==> src/rtl/demux_pkg.sv <==
// Shared constants for the 1:4 stream demultiplexer: port count, select width,
// per-port FIFO depth and the occupancy encoding.
package demux_pkg;

    localparam int NPORTS     = 4;
    localparam int SEL_W      = 2;
    localparam int FIFO_DEPTH = 2;
    localparam int PTR_W      = 1;

    typedef enum logic [1:0] {
        OCC_EMPTY = 2'd0,
        OCC_ONE   = 2'd1,
        OCC_FULL  = 2'd2
    } occ_e;

endpackage

==> src/rtl/demux_slot_fifo.sv <==
// Two-entry ring-buffer FIFO for one demux output port. The head word is always
// presented on head; it only moves on a push into an empty FIFO or on a pop.
module demux_slot_fifo
    import demux_pkg::*;
#(
    parameter int WIDTH = 32
) (
    input  logic             clk,
    input  logic             rst_n,
    input  logic             push,
    input  logic             pop,
    input  logic [WIDTH-1:0] wdata,
    output logic             full,
    output logic             empty,
    output logic [WIDTH-1:0] head
);

    logic [WIDTH-1:0] mem [FIFO_DEPTH];
    logic [PTR_W-1:0] wr_ptr;
    logic [PTR_W-1:0] rd_ptr;
    occ_e             occ;
    logic             do_push;
    logic             do_pop;

    assign full    = (occ == OCC_FULL);
    assign empty   = (occ == OCC_EMPTY);
    assign head    = mem[rd_ptr];
    assign do_push = push && !full;
    assign do_pop  = pop && !empty;

    // NOTE: sequential state is updated with non-blocking assignments only, so every
    // register samples pre-edge values regardless of statement order.
    always_ff @(posedge clk or negedge rst_n) begin
        if (!rst_n) begin
            wr_ptr <= '0;
            rd_ptr <= '0;
            occ    <= OCC_EMPTY;
            // NOTE: the storage is reset on purpose: head is visible even when empty and
            // must read zero out of reset.
            for (int i = 0; i < FIFO_DEPTH; i++) begin
                mem[i] <= '0;
            end
        end else begin
            if (do_push) begin
                mem[wr_ptr] <= wdata;
                wr_ptr      <= ~wr_ptr;
            end
            if (do_pop) begin
                rd_ptr <= ~rd_ptr;
            end
            case ({do_push, do_pop})
                2'b10:   occ <= (occ == OCC_EMPTY) ? OCC_ONE : OCC_FULL;
                2'b01:   occ <= (occ == OCC_FULL) ? OCC_ONE : OCC_EMPTY;
                default: occ <= occ;
            endcase
        end
    end

endmodule

==> src/rtl/stream_demux1t4_32.sv <==
// Routes one valid/ready input stream to one of four buffered output ports chosen
// per word by s_sel, with a delivered-word counter on each port.
module stream_demux1t4_32
    import demux_pkg::*;
#(
    parameter int WIDTH = 32,
    parameter int CNT_W = 16
) (
    input  logic               clk,
    input  logic               rst_n,
    input  logic               s_valid,
    output logic               s_ready,
    input  logic [SEL_W-1:0]   s_sel,
    input  logic [WIDTH-1:0]   s_data,
    output logic [NPORTS-1:0]  m_valid,
    input  logic [NPORTS-1:0]  m_ready,
    output logic [WIDTH-1:0]   m_data0,
    output logic [WIDTH-1:0]   m_data1,
    output logic [WIDTH-1:0]   m_data2,
    output logic [WIDTH-1:0]   m_data3,
    input  logic               cnt_clr,
    output logic [CNT_W-1:0]   cnt0,
    output logic [CNT_W-1:0]   cnt1,
    output logic [CNT_W-1:0]   cnt2,
    output logic [CNT_W-1:0]   cnt3
);

    logic [NPORTS-1:0] full;
    logic [NPORTS-1:0] empty;
    logic [NPORTS-1:0] push;
    logic [NPORTS-1:0] pop;
    logic [WIDTH-1:0]  head [NPORTS];
    logic [CNT_W-1:0]  cnt  [NPORTS];

    // A full slot refuses a push even if it is popped in the same cycle.
    assign s_ready = ~full[s_sel];
    assign m_valid = ~empty;
    assign pop     = m_valid & m_ready;

    always_comb begin
        // NOTE: default every combinational output before any conditional write,
        // otherwise the untaken paths infer latches.
        push = '0;
        if (s_valid && s_ready) begin
            push[s_sel] = 1'b1;
        end
    end

    for (genvar i = 0; i < NPORTS; i++) begin : g_port
        demux_slot_fifo #(.WIDTH(WIDTH)) u_fifo (
            .clk   (clk),
            .rst_n (rst_n),
            .push  (push[i]),
            .pop   (pop[i]),
            .wdata (s_data),
            .full  (full[i]),
            .empty (empty[i]),
            .head  (head[i])
        );
    end

    // Clear wins over a same-cycle delivery; counters wrap naturally.
    always_ff @(posedge clk or negedge rst_n) begin
        if (!rst_n) begin
            for (int i = 0; i < NPORTS; i++) cnt[i] <= '0;
        end else if (cnt_clr) begin
            for (int i = 0; i < NPORTS; i++) cnt[i] <= '0;
        end else begin
            for (int i = 0; i < NPORTS; i++) begin
                if (pop[i]) cnt[i] <= cnt[i] + 1'b1;
            end
        end
    end

    assign m_data0 = head[0];
    assign m_data1 = head[1];
    assign m_data2 = head[2];
    assign m_data3 = head[3];
    assign cnt0    = cnt[0];
    assign cnt1    = cnt[1];
    assign cnt2    = cnt[2];
    assign cnt3    = cnt[3];

endmodule

==> config.mk <==
export PLATFORM = sky130hd
export DESIGN_NAME = stream_demux1t4_32
export DESIGN_NICKNAME = d
export VERILOG_FILES = /design/src/rtl/demux_pkg.sv /design/src/rtl/demux_slot_fifo.sv /design/src/rtl/stream_demux1t4_32.sv
export SDC_FILE = /design/constraint.sdc
export NUM_CORES = 1
export LEC_CHECK = 0
export ABC_AREA = 0
export CAP_MARGIN = 15
export CORE_UTILIZATION = 60
export CTS_BUF_LIST = sky130_fd_sc_hd__clkbuf_2 sky130_fd_sc_hd__clkbuf_4 sky130_fd_sc_hd__clkbuf_8
export CTS_CLUSTER_SIZE = 8
export DETAILED_ROUTE_END_ITERATION = 12
export GPL_TIMING_DRIVEN = 0
export PLACE_DENSITY = 0.95
export SYNTH_ARGS = -nofsm -noshare
export SYNTH_HDL_FRONTEND = slang
export SYNTH_SLANG_ARGS = --single-unit
==> constraint.sdc <==
create_clock -name clk -period 2.96 [get_ports clk]
set_clock_uncertainty 0.2 [all_clocks]
set_input_delay 0.592 -clock clk [delete_from_list [all_inputs] [get_ports clk]]
set_output_delay 0.592 -clock clk [all_outputs]
set_load 0.01 [all_outputs]
==> results by group <==
Outcome
  – Status: finished, final reports clean

Finish
  – Fill cells: 1400
  – Nets: 1454
  – Commonest non-fill, non-tap cells in the layout: 385 x mux2_2, 332 x dfrtp_1, 236 x clkdlybuf4s50_1, 76 x clkbuf_8, 54 x nor2_1
  – Share of cells above drive strength 1: 38.3%
  – Commonest non-fill, non-tap cell in the layout: mux2_2
  – Finished Layout Cells: 1766
  – Area Overhead vs Synth: 27.7%

Synth
  – Yosys reg bits: 336
  – Syn Nets: 1151
  – Synth warn: 0
  – Area of the mapped netlist: 0.0150 mm^2
  – Cells after synthesis: 1102
  – Adder-cell share of the synthesized area: 0.585%
  – Syn Area/Cell: 13.6 um^2
  – Synth area leaders: dfrtp_1 56%, mux2_2 29%, xnor2_1 2.1%
  – Post-Synth XOR/XNOR Area: 3.21%
  – Post-synthesis mux area share: 29.3%
  – Largest family of logic cells by synthesized area: multiplexers
  – Seq/Total Area, Yosys: 56.1%
  – Post-synth top area cell: dfrtp_1
  – Post-synth top area share: 56.1%
  – Complex-gate fraction of the synthesized area: 2.26%
  – Simple-gate area share of the yosys netlist: 6.36%
  – Post-synth cell types: 42

Timing
  – Final Hold Fails: 0
  – TNS Setup: 0 ps
  – Pins Over Slew Limit: 0
  – Worst setup margin: 58.1 ps
  – Final setup fails: 0
  – Tcrit/Tclk final: 98.0%
  – Worst Max-Slew Pin Slew: 672 ps
  – Tmin final: 2900 ps
  – Hold_ws: 296 ps
  – Max frequency: 345 MHz
  – Slew HR: 54.9%

Placement
  – Placer congestion estimate: 0.842
  – DPL Wire Length: 24000 um
  – Placement Setup Slack: -235 ps
  – Port bufs: 238
  – Inst Count DP: 1667

Setup path
  – Critical path class: register to primary output
  – Sum of buffers and inverters on the critical path: 2
  – Critical Path RT: 2170 ps
  – Worst path cell trace: clkbuf_8 > mux2_2 > clkdlybuf4s50_1
  – Slowest CP cell: clkdlybuf4s50_1
  – CP arrival: 2110 ps
  – Crit. End Element: primary output
  – Largest delay share family, worst path: buffers and inverters
  – Crit start category: register
  – Critical path's largest stage delay: 510 ps
  – CP max FO: 10

Clock network
  – H-tree depth: 2
  – Clock sink total: 336
  – Worst skew pair latency: 560 ps
  – CTS Buf Count: 55
  – CTS tree: built
  – Clock tree root driver cell: clkbuf_8
  – Clk pin slew, worst setup/hold paths: 60 ps
  – CTS max path bufs: 3

GRT
  – Total GRT Usage: 28.9%
  – First-pass GRT wire length: 58200 um
  – Vias in the first global route: 10912
  – Largest net degree at the start of global routing: 117
  – Remaining global-route overflow: 0
  – Initial antenna violation count: 1

Pwr
  – Sw Ratio: 30.3%
  – Lkg Pwr: 8.13 nW
  – VDD IR max: 0.682 mV
  – Power share of the clock group: 19.9%
  – Flop pwr share: 37.0%
  – Total Power: 20.2 mW
  – Combinational power share: 43.1%
  – Power Density: 1060 mW/mm^2
  – Psw: 6.14 mW
  – Internal Pwr Total: 14.1 mW

Routing
  – WL final: 36000 um
  – DR vias: 10024
  – DRT Pass-1 Iters: 4
  – Final ANT Viol Nets: 0
  – Via/cell ratio: 5.68
  – Routed WL per cell: 20.4 um
  – Drt initial violations: 487
  – # DRC: 0

Die
  – Io pins: 239
  – Rows: 57
  – Initial Util: 61.4%
  – Core footprint: 0.0244 mm^2
  – Full die area: 0.0256 mm^2
  – DIE WIDTH: 160 um
  – Die height: 160 um

Worst hold path
  – Hold crit path type: register to register

Flow run
  – Maxcap violations: 0
metrics by stage:
step | util [%] | area, um^2
after floorplan | - | 15000
after global placement | 72.9 | 17800
after detailed placement | 73.2 | 17900
after CTS | 78.2 | 19100
after global routing | 78.4 | 19100
final | 78.4 | 19100
routing by layer:
layer | share of wire [%] | global-route usage [%] | vias to the layer above
met1 | 42 | 37.0 | 5118
li1 | - | - | 4538
met2 | 50 | 49.0 | 298
met5 | 0 | 0 | -
met4 | 2.6 | 10.0 | 0
met3 | 5.7 | 5.97 | 70
Yosys cell counts:
cell,n
mux2_2,385
dfrtp_1,336
nor2_1,54
xnor2_1,36
nand2_1,27
buf_2,25
clkbuf_1,25
a21oi_1,22
inv_1,21
nor3_1,19
xor2_1,19
nand3_1,17
nand4_1,14
nor4_1,14
o21ai_0,13
or3_1,10
nor2b_1,8
ha_1,7
or2_2,6
nand2b_1,4
o2111ai_1,4
o211ai_1,4
a21o_1,3
buf_4,3
or4_4,3
a31o_2,2
and4_1,2
mux2i_1,2
nor2_2,2
o2111a_1,2
o21a_1,2
and3_1,1
clkbuf_2,1
mux2_1,1
mux4_2,1
nand4_2,1
nand4_4,1
o21ai_1,1
o311ai_0,1
o31ai_1,1
or3_2,1
or4_1,1
power groups by stage:
stage	logic [mW]	registers, mW	clock network [mW]
4_1_cts	8.71	7.49	4.10
3_3_place_gp	8.33	7.32	0
6_report	8.72	7.48	4.02
2_1_floorplan	4.73	7.14	0
5_1_grt	9.22	7.72	4.34
3_5_place_dp	8.54	7.48	0
registers in the layout (all words and copies together), names as in the netlist:
| register | flops |
|---|---|
| cnt2 | 16 |
| cnt0 | 16 |
| g_port.u_fifo.rd_ptr | 4 |
| g_port.u_fifo.wr_ptr | 4 |
| g_port.u_fifo.occ | 8 |
| g_port.u_fifo.mem | 256 |
| cnt1 | 16 |
| cnt3 | 16 |
worst paths after layout:
| check | from | end | slack, ps | depth (start not counted) |
|---|---|---|---|---|
| min reg2reg | g_port[3].u_fifo.mem[39]$_DFFE_PN0P_ | g_port[3].u_fifo.mem[39]$_DFFE_PN0P_ | 300 | 1 |
| min in group asynchronous | rst_n | g_port[0].u_fifo.mem[59]$_DFFE_PN0P_ | 310 | 2 |
| max reg2reg | g_port[2].u_fifo.occ[1]$_DFFE_PN0P_ | g_port[2].u_fifo.mem[60]$_DFFE_PN0P_ | 450 | 7 |
| max | g_port[1].u_fifo.rd_ptr$_DFFE_PN0P_ | m_data1[23] | 60 | 3 |
| max in group asynchronous | rst_n | g_port[3].u_fifo.mem[33]$_DFFE_PN0P_ | 1020 | 4 |
| min | g_port[3].u_fifo.mem[39]$_DFFE_PN0P_ | g_port[3].u_fifo.mem[39]$_DFFE_PN0P_ | 300 | 1 |
cells by family (layout without fill, tap and decap cells):
logic type / after synthesis / count (layout)
AOI/OAI and AO/OA: 55 / 55
xor gates and xnor gates: 55 / 55
adders and majority gates: 7 / 7
buffers and inverters: 75 / 414
DFF: 336 / 336
muxes: 389 / 389
other: 0 / 1
and+or+nand+nor: 185 / 185
repair_timing:
action,CTS,global route
hold buffers,1,0
setup endpoints to repair,119,46
gates resized for setup,40,1
hold endpoints to repair,37,0
buffers inserted,2,6
worst register-to-register path, stage by stage, from the launching register on:
cell	delay [ps]
dfrtp_1	350
buf_2	170
nor2b_1	160
nor3_1	300
inv_1	170
nor2_2	270
buf_2	370
mux2_2	390
area by class of cell:
class | count | area [um^2] | share of cell area, %
inverters | 21 | 78.8 | 0.412
flip-flops and latches | 336 | 8410 | 44.0
multi-input cells | 691 | 6250 | 32.7
well taps | 324 | 405 | 2.12
clock inverters | 4 | 22.5 | 0.118
repair buffers | 250 | 2540 | 13.3
clock buffers | 89 | 1070 | 5.62
diodes | 1 | 2.50 | 0.0131
plain buffers | 50 | 345 | 1.80
(Power assumes the default switching activity.)
